==> src/rtl/ghost_status_tracker_pkg.sv <==
// ghost_status_tracker_pkg
// Shared definitions for the ghost life-state tracker and the ghost movement
// controllers:
//   - ghost_dead codes consumed by every ghost controller
//   - tracker FSM state encoding
//   - default home tile that the eyes return to
//   - award base value and the award helper function
package ghost_status_tracker_pkg;

    // ghost_dead codes; code 3 is never driven
    localparam logic [1:0] GHOST_ALIVE   = 2'd0;
    localparam logic [1:0] GHOST_EYES    = 2'd1;
    localparam logic [1:0] GHOST_REVIVED = 2'd2;

    typedef enum logic [2:0] {
        ST_ALIVE     = 3'd0,
        ST_EATEN     = 3'd1,
        ST_RETURNING = 3'd2,
        ST_REVIVED   = 3'd3,
        ST_CAUGHT    = 3'd4
    } tracker_state_t;

    localparam int unsigned HOME_H_DEFAULT = 14;
    localparam int unsigned HOME_V_DEFAULT = 12;

    localparam logic [10:0] AWARD_BASE = 11'd200;

    // 200 / 400 / 800 / 1600 for the 1st..4th ghost of one energizer period
    function automatic logic [10:0] award_value(input logic [1:0] chain_idx);
        return AWARD_BASE << chain_idx;
    endfunction

    // Colour/behaviour code reported to the ghost controller for a state
    function automatic logic [1:0] ghost_dead_code(input tracker_state_t st);
        logic [1:0] code;
        case (st)
            ST_EATEN, ST_RETURNING: code = GHOST_EYES;
            ST_REVIVED:             code = GHOST_REVIVED;
            default:                code = GHOST_ALIVE;
        endcase
        return code;
    endfunction

endpackage

==> src/rtl/ghost_status_tracker_if.sv <==
// ghost_status_tracker_if
// Bundle between the game core and one ghost status tracker.
//   Frame/control : vsync_enable, pause, end_of_game
//   Positions     : h/v_ghost_tile, h/v_pacman_tile (5 bits each)
//   Energizer     : scared_mode (level), scared_start (pulse), chain_idx
//   Status out    : ghost_dead[1:0], pacman_dead, stall
//   Score out     : score_valid (pulse), score_add[10:0]
// master = game core side, slave = tracker side.
interface ghost_status_tracker_if;
    logic        vsync_enable;
    logic        pause;
    logic        end_of_game;
    logic [4:0]  h_ghost_tile;
    logic [4:0]  v_ghost_tile;
    logic [4:0]  h_pacman_tile;
    logic [4:0]  v_pacman_tile;
    logic        scared_mode;
    logic        scared_start;
    logic [1:0]  chain_idx;
    logic [1:0]  ghost_dead;
    logic        pacman_dead;
    logic        stall;
    logic        score_valid;
    logic [10:0] score_add;

    modport master (
        output vsync_enable, pause, end_of_game,
        output h_ghost_tile, v_ghost_tile, h_pacman_tile, v_pacman_tile,
        output scared_mode, scared_start, chain_idx,
        input  ghost_dead, pacman_dead, stall, score_valid, score_add
    );

    modport slave (
        input  vsync_enable, pause, end_of_game,
        input  h_ghost_tile, v_ghost_tile, h_pacman_tile, v_pacman_tile,
        input  scared_mode, scared_start, chain_idx,
        output ghost_dead, pacman_dead, stall, score_valid, score_add
    );
endinterface

==> src/rtl/ghost_frame_timer.sv <==
// ghost_frame_timer
// 7-bit frame countdown shared by the EATEN and CAUGHT states.
//   clk, reset (async, active low)
//   vsync_enable : frame pulse; counted only while pause is low
//   pause        : freezes the count
//   clear        : synchronous clear to zero (highest after reset)
//   load         : load load_value (a value N expires on the Nth counted frame)
//   done         : combinational, high on the frame pulse that expires the count
module ghost_frame_timer (
    input  logic       clk,
    input  logic       reset,
    input  logic       vsync_enable,
    input  logic       pause,
    input  logic       clear,
    input  logic       load,
    input  logic [6:0] load_value,
    output logic       done
);
    logic [6:0] count_reg;
    logic [6:0] count_next;
    logic       tick;

    always_comb begin
        tick       = vsync_enable & ~pause;
        // Expire on the pulse that would take the count from 1 to 0, so the
        // owner can change state on that same edge.
        done       = tick && (count_reg == 7'd1);
        count_next = count_reg;
        if (clear) begin
            count_next = 7'd0;
        end else if (load) begin
            count_next = load_value;
        end else if (tick && (count_reg != 7'd0)) begin
            count_next = count_reg - 7'd1;
        end
    end

    always_ff @(posedge clk or negedge reset) begin
        if (!reset) begin
            count_reg <= 7'd0;
        end else begin
            count_reg <= count_next;
        end
    end
endmodule

==> src/rtl/ghost_status_tracker.sv <==
// ghost_status_tracker
// Per-ghost life state and collision resolver. Compares ghost and Pac-Man
// tiles, decides who is eaten from scared_mode, sequences the ghost through
// eaten / returning / revived, and issues the score award for an eaten ghost.
//   clk, reset (async, active low)
//   bus : ghost_status_tracker_if.slave (inputs: frame/control, tiles,
//         energizer; outputs: ghost_dead, pacman_dead, stall, score_valid,
//         score_add). All outputs are registered.
module ghost_status_tracker
    import ghost_status_tracker_pkg::*;
#(
    parameter int unsigned EAT_FRAMES   = 30,
    parameter int unsigned DEATH_FRAMES = 90,
    parameter int unsigned HOME_H       = HOME_H_DEFAULT,
    parameter int unsigned HOME_V       = HOME_V_DEFAULT
) (
    input logic                   clk,
    input logic                   reset,
    ghost_status_tracker_if.slave bus
);
    tracker_state_t state_reg, state_next;

    logic        hit;
    logic        at_home;
    logic        award;
    logic        timer_load;
    logic [6:0]  timer_load_value;
    logic        timer_done;

    logic [1:0]  ghost_dead_reg, ghost_dead_next;
    logic        pacman_dead_reg, pacman_dead_next;
    logic        stall_reg, stall_next;
    logic        score_valid_reg, score_valid_next;
    logic [10:0] score_add_reg, score_add_next;

    ghost_frame_timer u_frame_timer (
        .clk          (clk),
        .reset        (reset),
        .vsync_enable (bus.vsync_enable),
        .pause        (bus.pause),
        .clear        (bus.end_of_game),
        .load         (timer_load),
        .load_value   (timer_load_value),
        .done         (timer_done)
    );

    always_comb begin
        hit     = (bus.h_ghost_tile == bus.h_pacman_tile) &&
                  (bus.v_ghost_tile == bus.v_pacman_tile);
        at_home = (bus.h_ghost_tile == 5'(HOME_H)) &&
                  (bus.v_ghost_tile == 5'(HOME_V));

        state_next       = state_reg;
        award            = 1'b0;
        timer_load       = 1'b0;
        timer_load_value = 7'(EAT_FRAMES);

        if (bus.end_of_game) begin
            state_next = ST_ALIVE;
        end else if (!bus.pause) begin
            case (state_reg)
                ST_ALIVE: begin
                    if (hit) begin
                        timer_load = 1'b1;
                        if (bus.scared_mode) begin
                            state_next = ST_EATEN;
                            award      = 1'b1;
                        end else begin
                            state_next       = ST_CAUGHT;
                            timer_load_value = 7'(DEATH_FRAMES);
                        end
                    end
                end
                ST_EATEN: begin
                    if (timer_done) state_next = ST_RETURNING;
                end
                ST_RETURNING: begin
                    // Eyes cannot collide; only home arrival matters.
                    if (at_home) state_next = bus.scared_mode ? ST_REVIVED : ST_ALIVE;
                end
                ST_REVIVED: begin
                    if (hit) begin
                        state_next       = ST_CAUGHT;
                        timer_load       = 1'b1;
                        timer_load_value = 7'(DEATH_FRAMES);
                    end else if (!bus.scared_mode || bus.scared_start) begin
                        // scared_mode can only be low here after it has fallen,
                        // since REVIVED is entered with scared_mode high.
                        state_next = ST_ALIVE;
                    end
                end
                ST_CAUGHT: begin
                    if (timer_done) state_next = ST_ALIVE;
                end
                default: state_next = ST_ALIVE;
            endcase
        end

        ghost_dead_next  = ghost_dead_code(state_next);
        pacman_dead_next = (state_next == ST_CAUGHT);
        stall_next       = (state_next == ST_EATEN);
        score_valid_next = award;
        if (award) begin
            score_add_next = award_value(bus.chain_idx);
        end else if (bus.end_of_game) begin
            score_add_next = 11'd0;
        end else begin
            score_add_next = score_add_reg;
        end
    end

    always_ff @(posedge clk or negedge reset) begin
        if (!reset) begin
            state_reg       <= ST_ALIVE;
            ghost_dead_reg  <= GHOST_ALIVE;
            pacman_dead_reg <= 1'b0;
            stall_reg       <= 1'b0;
            score_valid_reg <= 1'b0;
            score_add_reg   <= 11'd0;
        end else begin
            state_reg       <= state_next;
            ghost_dead_reg  <= ghost_dead_next;
            pacman_dead_reg <= pacman_dead_next;
            stall_reg       <= stall_next;
            score_valid_reg <= score_valid_next;
            score_add_reg   <= score_add_next;
        end
    end

    assign bus.ghost_dead  = ghost_dead_reg;
    assign bus.pacman_dead = pacman_dead_reg;
    assign bus.stall       = stall_reg;
    assign bus.score_valid = score_valid_reg;
    assign bus.score_add   = score_add_reg;
endmodule

==> src/flat_wrapper.sv <==
// flat-port wrapper written by rule: the top's interface ports become plain ports
module ghost_status_tracker_flat import ghost_status_tracker_pkg::*;
#(
    parameter int unsigned EAT_FRAMES   = 30,
    parameter int unsigned DEATH_FRAMES = 90,
    parameter int unsigned HOME_H       = HOME_H_DEFAULT,
    parameter int unsigned HOME_V       = HOME_V_DEFAULT
)
  (clk, reset, bus_vsync_enable, bus_pause, bus_end_of_game, bus_h_ghost_tile, bus_v_ghost_tile, bus_h_pacman_tile, bus_v_pacman_tile, bus_scared_mode, bus_scared_start, bus_chain_idx, bus_ghost_dead, bus_pacman_dead, bus_stall, bus_score_valid, bus_score_add);
  ghost_status_tracker_if bus_i ();
  input logic clk;
  input logic reset;
  input wire logic [$bits(bus_i.vsync_enable)-1:0] bus_vsync_enable;
  input wire logic [$bits(bus_i.pause)-1:0] bus_pause;
  input wire logic [$bits(bus_i.end_of_game)-1:0] bus_end_of_game;
  input wire logic [$bits(bus_i.h_ghost_tile)-1:0] bus_h_ghost_tile;
  input wire logic [$bits(bus_i.v_ghost_tile)-1:0] bus_v_ghost_tile;
  input wire logic [$bits(bus_i.h_pacman_tile)-1:0] bus_h_pacman_tile;
  input wire logic [$bits(bus_i.v_pacman_tile)-1:0] bus_v_pacman_tile;
  input wire logic [$bits(bus_i.scared_mode)-1:0] bus_scared_mode;
  input wire logic [$bits(bus_i.scared_start)-1:0] bus_scared_start;
  input wire logic [$bits(bus_i.chain_idx)-1:0] bus_chain_idx;
  output wire logic [$bits(bus_i.ghost_dead)-1:0] bus_ghost_dead;
  output wire logic [$bits(bus_i.pacman_dead)-1:0] bus_pacman_dead;
  output wire logic [$bits(bus_i.stall)-1:0] bus_stall;
  output wire logic [$bits(bus_i.score_valid)-1:0] bus_score_valid;
  output wire logic [$bits(bus_i.score_add)-1:0] bus_score_add;
  assign bus_i.vsync_enable = bus_vsync_enable;
  assign bus_i.pause = bus_pause;
  assign bus_i.end_of_game = bus_end_of_game;
  assign bus_i.h_ghost_tile = bus_h_ghost_tile;
  assign bus_i.v_ghost_tile = bus_v_ghost_tile;
  assign bus_i.h_pacman_tile = bus_h_pacman_tile;
  assign bus_i.v_pacman_tile = bus_v_pacman_tile;
  assign bus_i.scared_mode = bus_scared_mode;
  assign bus_i.scared_start = bus_scared_start;
  assign bus_i.chain_idx = bus_chain_idx;
  assign bus_ghost_dead = bus_i.ghost_dead;
  assign bus_pacman_dead = bus_i.pacman_dead;
  assign bus_stall = bus_i.stall;
  assign bus_score_valid = bus_i.score_valid;
  assign bus_score_add = bus_i.score_add;
  ghost_status_tracker #(.EAT_FRAMES(EAT_FRAMES), .DEATH_FRAMES(DEATH_FRAMES), .HOME_H(HOME_H), .HOME_V(HOME_V)) u_core (.clk(clk), .reset(reset), .bus(bus_i));
endmodule
==> config.mk <==
export PLATFORM = sky130hd
export DESIGN_NAME = ghost_status_tracker_flat
export DESIGN_NICKNAME = d
export VERILOG_FILES = /design/src/rtl/ghost_status_tracker_pkg.sv /design/src/rtl/ghost_status_tracker_if.sv /design/src/rtl/ghost_frame_timer.sv /design/src/rtl/ghost_status_tracker.sv /design/src/flat_wrapper.sv
export SDC_FILE = /design/constraint.sdc
export NUM_CORES = 1
export LEC_CHECK = 0
export ABC_AREA = 1
export BUFFER_PORTS_ARGS = -buffer_cell sky130_fd_sc_hd__buf_2
export CAP_MARGIN = 20
export CORE_MARGIN = 5
export CORE_UTILIZATION = 50
export DETAILED_ROUTE_END_ITERATION = 8
export MAX_ROUTING_LAYER = met4
export PLACE_DENSITY = 0.76
export SYNTH_ARGS = -nofsm -noshare
export SYNTH_HDL_FRONTEND = slang
export SYNTH_SLANG_ARGS = --single-unit
==> constraint.sdc <==
create_clock -name clk -period 4.55 [get_ports clk]
set_clock_uncertainty 0.2 [all_clocks]
set_input_delay 0.455 -clock clk [delete_from_list [all_inputs] [get_ports clk]]
set_output_delay 0.455 -clock clk [all_outputs]
set_load 0.02 [all_outputs]
==> results of run 1 <==
[power breakdown]
group          total [mW]  switching, mW  internal (mW)
Clock              0.0920         0.0593         0.0328
Combinational       0.257          0.159         0.0983
Sequential          0.249         0.0210          0.228
[layer usage]
metal / up-vias / global-route usage (%) / wire [µm]
li1: 795 / - / -
met1: 656 / 22.7 / 1540
met2: 29 / 26.8 / 1660
met3: 4 / 4.11 / 152
met4: 0 / 3.23 / 34
met5: - / - / 0
[synthesized netlist by cell type]
library cell | instances | area, µm²
a22o_1 | 5 | 43.8
nand2_4 | 1 | 11.3
a21oi_1 | 2 | 10.0
xor2_1 | 5 | 43.8
buf_6 | 1 | 11.3
buf_2 | 1 | 5.00
nand2_2 | 12 | 75.1
o21ai_0 | 6 | 30.0
conb_1 | 1 | 3.75
nand3_2 | 2 | 20.0
xnor2_1 | 1 | 8.76
nand3_1 | 16 | 80.1
buf_4 | 3 | 22.5
o31ai_1 | 1 | 7.51
nand4_1 | 2 | 12.5
nand3_4 | 1 | 17.5
ha_1 | 7 | 87.6
dfrtp_1 | 23 | 576
nor3_2 | 1 | 10.0
o21ai_2 | 5 | 43.8
nor3_1 | 3 | 15.0
nor2_2 | 8 | 50.1
nand3b_1 | 1 | 7.51
nor2_4 | 5 | 56.3
o21ai_4 | 1 | 16.3
a31oi_1 | 1 | 6.26
nor2_1 | 18 | 67.6
inv_1 | 37 | 139
nand2_1 | 55 | 206
inv_2 | 7 | 26.3
[cell families (layout without fill, tap and decap cells)]
logic type | after synthesis | count (layout) | synth area share, %
and+or+nand+nor | 125 | 125 | 36.8
buffers and inverters | 49 | 90 | 11.9
DFF | 23 | 23 | 33.7
AOI/OAI and AO/OA | 21 | 21 | 9.22
adders and majority gates | 7 | 7 | 5.12
xor gates and xnor gates | 6 | 6 | 3.07
other | 1 | 3 | 0.219
[metrics by stage]
step,area (µm²),utilization [%],hold slack (ns)
after global routing,1980,59.3,0.156
after floorplan,1720,-,-0.0406
after detailed placement,1940,58.2,0.249
after CTS,1980,59.3,0.172
final,1980,59.3,0.174
after global placement,1940,58.2,0.240
[final timing paths]
path	from	endpoint	slack, ns	depth (start not counted)
min in group asynchronous	reset	u_core.u_frame_timer.count_reg[1]$_DFFE_PN0P_	0.42	2
setup / recovery	u_core.state_reg[2]$_DFF_PN0_	u_core.bus.ghost_dead[0]$_DFF_PN0_	2.74	10
setup reg to reg	u_core.state_reg[2]$_DFF_PN0_	u_core.bus.ghost_dead[0]$_DFF_PN0_	2.74	10
hold / removal	bus_chain_idx[1]	u_core.bus.score_add[7]$_DFFE_PN0P_	0.17	2
max in group asynchronous	reset	u_core.bus.ghost_dead[1]$_DFF_PN0_	3.39	2
hold reg to reg	u_core.bus.score_add[10]$_DFFE_PN0P_	u_core.bus.score_add[10]$_DFFE_PN0P_	0.30	1
[final cells by class]
cell class	instances	area [µm²]
clock buffer	3	22.5
clock inverter	1	5.00
fill	348	1360
inverter	44	165
multi-input combinational	162	938
sequential	23	576
tap	46	57.6
timing repair buffer	42	215
[worst max-delay path: cells and delay by family, from the launching register on]
family	cells	cell delay, ns
buffers and inverters	2	0.20
flip-flops	1	0.42
AND/OR/NAND/NOR	8	0.89
[repair_timing]
item / 4_1_cts / 5_1_grt
setup buffers: 0 / 0
endpoints found under the hold margin: 23 / 0
hold buffers: 1 / 0
==> results.md, run 1 <==
- Of the synthesized area, sequential elements account for about a third.
- The number of inserted diodes is 0.
- The final layout contains 312 nets.
- The initial standard-cell utilization of the core is 51.3%.
- Setup violations remaining at the end of the flow were counted as 0.
- The ratio of routed vias to standard cells is ~4.6.
- The run finished with clean final reports.
- The die covers 0.00469 mm².
- For this design the top-level I/O count stands at 45.
- The Yosys step of the flow raised 0 warnings.
- The maximum frequency from static timing analysis is around 550 MHz.
- The leading cell type in the layout, fill and taps excluded is nand2_1.
- The setup TNS is 0 ns.
- The total design power is around 600 µW.
- The total DRC errors in the routed layout is 0.
- The number of placed instances with taps included is 316.
- Synthesis produced a netlist whose cell count is between 200 and 250.
- In this run the number of H-tree levels came out at 1.
- The cell type of the slowest stage on the worst timing path is dfrtp_1.
- In this run, the number of DRC markers left after iteration 0 of detailed routing was 78.
- The overall via count from detail_route is around 1500.
- The number of nets with antenna violations after detailed routing is 0.
- The global placer's final weighted congestion is 0.871.
- The clock root buffer master is clkbuf_4.
- The leakage power is 1.15 nW.
- The area inside the core boundary is 0.00334 mm².
- After synthesis the cells add up to 0.00171 mm².
- The height of the chip is 68.5 µm.
- The share of layout cells above drive strength 1 is between 30% and 40%.
- The startpoint type of the worst setup path is a register.
- The total congestion overflow after global routing is 0.
- The first global-routing pass estimated 6.03 mm of wire.
- Excluding fillers, the count of instances in the completed layout stands at ~320.
- Data arrives at the worst endpoint at ~1.8 ns.
- The cell occurring most often along the worst timing path is nand3_1.
- The number of antenna violations at the first check in global routing came to 0.
- The synthesized design contains 23 register bits.
- Relative to the synthesized area, the layout overhead comes to 15.7%.
- The worst-case IR drop observed on VDD is roughly 0.21 mV.
- The clock reaches the later pin of the worst-skew pair after just over 0.3 ns.
- By startpoint and endpoint, the worst setup path is classified as reg2reg.
- STA puts the critical path data required time at roughly 4.6 ns.
- The die outline width is slightly below 70 µm.
- The number of optimization iterations in the first detailed-route pass is 4.
- The type of the tightest min-delay check is in2reg.
- The power density over the cells is between 300 and 400 mW/mm².
- CTS saw 23 sinks.
- The maximum number of buffers from clock root to sink is 2.
- The largest net degree at the start of global routing is 24.
- The HPWL after detailed placement is approximately 2.8 mm.
- The synthesized netlist contains 30 unique library cells.
- Setup repair after global routing left no endpoint under its margin.
- The number of global-route vias before repair is 1411.
- The number of pins with negative max-slew slack in the final report is 0.
- In the layout the commonest cells are nand2_1, buf_2, inv_1, dfrtp_1, nor2_1.
- The critical path's largest stage delay is between 0.4 and 0.5 ns.
- The number of gates resized after CTS was 0.
- The signal on the critical path passes through inv_1 > nand3_1 > nor3_1 > inv_1 > nor2_1 > nor2_1 > nand3_1 > nand3_2 > nand3_1 > nand2_1.
- Subtracting the final worst setup slack from the clock period gives 1.81 ns.
- The average wire per cell in the routed design is 10.6 µm.
- The minimum setup slack after placement is around 2.5 ns.
- The mean area per synthesized cell is ~7.4 µm².
- The number of maximum-capacitance violations is 0.
- The worst setup path is captured at a register.
- The clock transition at the registers of the reported paths is between 0.1 and 0.15 ns.
- Port buffering added 41 buffers.
- The total CTS buffers is 3.
- The part of the cycle the worst path needs is 39.9%.
- The setup slack of the critical path after layout is around 2.7 ns.
- The row count is 21.
- The final hold violation count is 0.
- The aggregate routed wire length is approximately 3.4 mm.
- The global-route usage over all layers is between 10% and 20%.
- The biggest fanout along the worst timing path is 4.
- TritonCTS built the clock tree.
- The number of flip-flops in the largest register is 8.
Power figures use the tool's default switching activity.
==> inputs of run 2 (changes only) <==
--- a/config.mk
+++ b/config.mk
@@ -9,10 +9,10 @@
 export BUFFER_PORTS_ARGS = -buffer_cell sky130_fd_sc_hd__buf_2
 export CAP_MARGIN = 20
 export CORE_MARGIN = 5
-export CORE_UTILIZATION = 50
+export CORE_UTILIZATION = 48
 export DETAILED_ROUTE_END_ITERATION = 8
 export MAX_ROUTING_LAYER = met4
-export PLACE_DENSITY = 0.76
+export PLACE_DENSITY = 0.77
 export SYNTH_ARGS = -nofsm -noshare
 export SYNTH_HDL_FRONTEND = slang
 export SYNTH_SLANG_ARGS = --single-unit
==> constraint.sdc (replaced) <==
create_clock -name clk -period 1.49 [get_ports clk]
set_clock_uncertainty 0.2 [all_clocks]
set_input_delay 0.149 -clock clk [delete_from_list [all_inputs] [get_ports clk]]
set_output_delay 0.149 -clock clk [all_outputs]
set_load 0.02 [all_outputs]
==> results.md, run 2 (same netlist as run 1, synthesis figures left out) <==
- The global-route usage over all layers is 18.5%.
- The critical path's largest stage delay is between 0.4 and 0.5 ns.
- Counting cells, the worst reg-to-reg path comes to 10.
- The top-level I/O count is 45.
- On the critical path, the stage with the largest delay is an instance of dfrtp_2.
- The checks that failed: negative setup slack.
- The first detailed-routing pass took 4 iterations.
- The total internal power is roughly 1.5 mW.
- The total of buffers placed on input and output ports is ~40.
- The floorplan has 21 rows.
- Static timing analysis puts the maximum clock frequency at a little under 600 MHz.
- The number of antenna violations at the first check in global routing came to 0.
- In the layout the commonest cells are nand2_1, buf_2, buf_4, inv_1, dfrtp_1.
- The die is 69.7 µm tall.
- In this run the standard cell core region covers about 0.0034 mm².
- The clock root buffer master is clkbuf_4.
- The worst setup path is captured at a register.
- For the pin with the worst max-slew slack, the measured transition is between 0.5 and 0.6 ns.
- The aggregate routed wire length is between 4 and 5 mm.
- Walking the worst path, the cells encountered are ha_4 > nand3_1 > nor3_2 > a21oi_1 > nand3_2 > nand2_2 > inv_2 > nor2_2 > nand3_1 > nand2_1.
- The maximum vdd ir drop is about 0.48 mV.
- The shortest clock period the worst path allows after layout is around 1.7 ns.
- The number of nets in the layout is roughly 350.
- Broken down by cell family, the worst path's largest delay share belongs to simple AND/OR/NAND/NOR gates.
- The number of DRC markers after the initial detailed-route iteration is 97.
- The largest net degree at the start of global routing is 24.
- In this run, the combinational gates consume about 58% of the power.
- The worst hold path terminates at u_core.bus.score_add[6]$_DFFE_PN0P_.
- The leakage power is between 1 and 1.5 nW.
- The leading cell type in the layout, fill and taps excluded is nand2_1.
- Of the cells placed in the final design, the portion with a size suffix greater than 1 is about half.
- Along the worst hold path, the cell count comes to 4.
- The startpoint type of the worst setup path is a register.
- Measured against its own limit, the worst slew margin works out to between 60% and 70%.
- The total overflow left after global routing is 0.
- After routing the design area is 0.00254 mm².
- TritonCTS created 3 clock buffers.
- The number of global-route vias before repair is around 1600.
- The number of flip-flops in the largest register is 8.
- The ratio of routed vias to standard cells is 4.95.
- At the end of routability-driven placement, the weighted congestion stood at 0.828.
- The global-route wire length before repair is approximately 7.2 mm.
- Setup violations remaining at the end of the flow were counted as 23.
- The arrival time at the worst endpoint is around 1.8 ns.
- Power spread over the standard cell area amounts to roughly 1000 mW/mm².
- After clock tree synthesis, the clock-pin slew on the worst setup and hold paths is roughly 0.13 ns.
- For the worst setup path, the data required time is between 1.5 and 2 ns.
- Across all register-to-register paths, the minimum setup slack is -0.24 ns.
- The longest clock path from root to sink contains 2 buffers.
- Summed over all nets, the switching power comes to ~1.1 mW.
- The number of inserted diodes is 0.
- The overall via count from detail_route is ~1800.
- The end of the worst register-to-register path is u_core.bus.ghost_dead[0]$_DFF_PN0_.
- Setup repair after global routing could not meet its margin everywhere.
- The die covers between 0.004 and 0.005 mm².
- The run finished, with violations left.
- The CTS tree is built.
- After detailed routing, the average wire length per cell comes to 13.4 µm.
- The biggest fanout along the worst timing path is 3.
- After filler insertion, the fill cell instance count of the layout stands at 245.
- The cell area reported after detailed placement is 0.00214 mm².
- Sequential cells account for between 30 and 40% of the total power.
- The number of nets with antenna violations after detailed routing is 0.
- CTS saw 23 sinks.
- The CTS H-tree depth is 1.
- The die is roughly 70 µm wide.
- Together, buffers and inverters on the worst path number 1.
- The critical path is of the reg2reg type.
- Summed over all nets, the half-perimeter wirelength after detailed placement is between 3 and 4 mm.
- The startpoint of the worst-slack reg-to-reg timing path is u_core.u_frame_timer.count_reg[0]$_DFFE_PN0P_.
- Compared with the post-synthesis result, the final layout area differs by 48.7%.
- The clock power share is around an eighth.
- The number of maximum-capacitance violations is 0.
- The part of the cycle the worst path needs is 116%.
- The path class of the tightest hold or removal check is in2reg.
- In this run switching power makes up about two fifths of total power.
- The clock latency on the worst-skew pair is 0.32 ns.
- The number of pins with negative max-slew slack in the final report is 0.
- The cell occurring most often along the worst timing path is nand3_1.
- The end-of-flow core utilization is 75.0%.
- The final hold violation count was 0.
- Setup slack on the critical path of the routed design comes to -0.242 ns.
- In the routed design, unresolved DRC markers number 0.
- The initial utilization of the core area, before any placement, comes to 50.5%.
- The startpoint of the tightest hold check path is bus_end_of_game.
run 2: changes by cell type in the layout (fill, tap and decap cells not counted), moves of 4 or more:
cell	before	now
buf_4	0	32
buf_6	0	8
inv_1	37	30
nand2_1	55	45
nand2_4	1	8
o21ai_0	6	0
o21ai_1	0	4
run 2: power groups by stage:
stage	combinational (mW)	clock [mW]	sequential (mW)
after floorplan	0.625	0	0.764
after global placement	0.981	0	0.754
after detailed placement	1.01	0	0.759
after CTS	1.24	0.302	0.760
after global routing	1.60	0.337	0.782
final	1.49	0.306	0.774
run 2: worst max path at each step:
stage	startpoint	end	depth (start not counted)
after CTS	u_core.state_reg[0]$_DFF_PN0_	u_core.bus.score_add[10]$_DFFE_PN0P_	9
final	u_core.u_frame_timer.count_reg[0]$_DFFE_PN0P_	u_core.bus.ghost_dead[0]$_DFF_PN0_	10
after detailed placement	u_core.u_frame_timer.count_reg[1]$_DFFE_PN0P_	u_core.bus.ghost_dead[0]$_DFF_PN0_	11
after global routing	u_core.u_frame_timer.count_reg[5]$_DFFE_PN0P_	u_core.bus.pacman_dead$_DFF_PN0_	11
after floorplan	u_core.state_reg[0]$_DFF_PN0_	u_core.bus.score_add[10]$_DFFE_PN0P_	9
after global placement	u_core.u_frame_timer.count_reg[1]$_DFFE_PN0P_	u_core.bus.ghost_dead[0]$_DFF_PN0_	11
run 2: cell type report:
cell class              instances  area, µm²  share of cell area [%]
clock buffers                   3       22.5                   0.885
repair buffers                 84        576                    22.6
well taps                      46       57.6                    2.26
multi-input cells             162       1130                    44.3
flip-flops and latches         23        578                    22.7
clock inverters                 1       5.00                   0.197
inverters                      44        178                    6.98
run 2: repair_timing:
action,in CTS,in global routing
setup buffers,12,6
endpoints found under the setup margin,23,23
gates resized for setup,27,34
hold buffers,2,0
pin swaps,15,18
endpoints found under the hold margin,25,0
run 2: tightest hold or removal path: cells and delay by family:
family	cells	cell delay [ns]
AOI/OAI and AO/OA	1	0.06
buffers and inverters	1	0.10
and+or+nand+nor	2	0.20
run 2: stage by stage:
step / hold slack [ns] / worst slack (ns) / power [mW] / TNS, ns / cells
after detailed placement: -0.0516 / -0.212 / 1.77 / -3.57 / 340
after global routing: 0.00739 / -0.357 / 2.72 / -5.94 / 363
after global placement: -0.0506 / -0.217 / 1.74 / -3.02 / 340
final: 0.0111 / -0.242 / 2.57 / -3.99 / 363
after CTS: 0.0380 / -0.200 / 2.30 / -3.42 / 357
after floorplan: -0.347 / -0.122 / 1.39 / -1.09 / 234
run 2: routing by layer:
| metal | vias up | wire (µm) | GRT usage (%) |
|---|---|---|---|
| met3 | 10 | 214 | 3.48 |
| met4 | 0 | 65 | 2.98 |
| met5 | - | 0 | - |
| li1 | 882 | - | - |
| met1 | 856 | 2020 | 22.9 |
| met2 | 48 | 2570 | 32.1 |
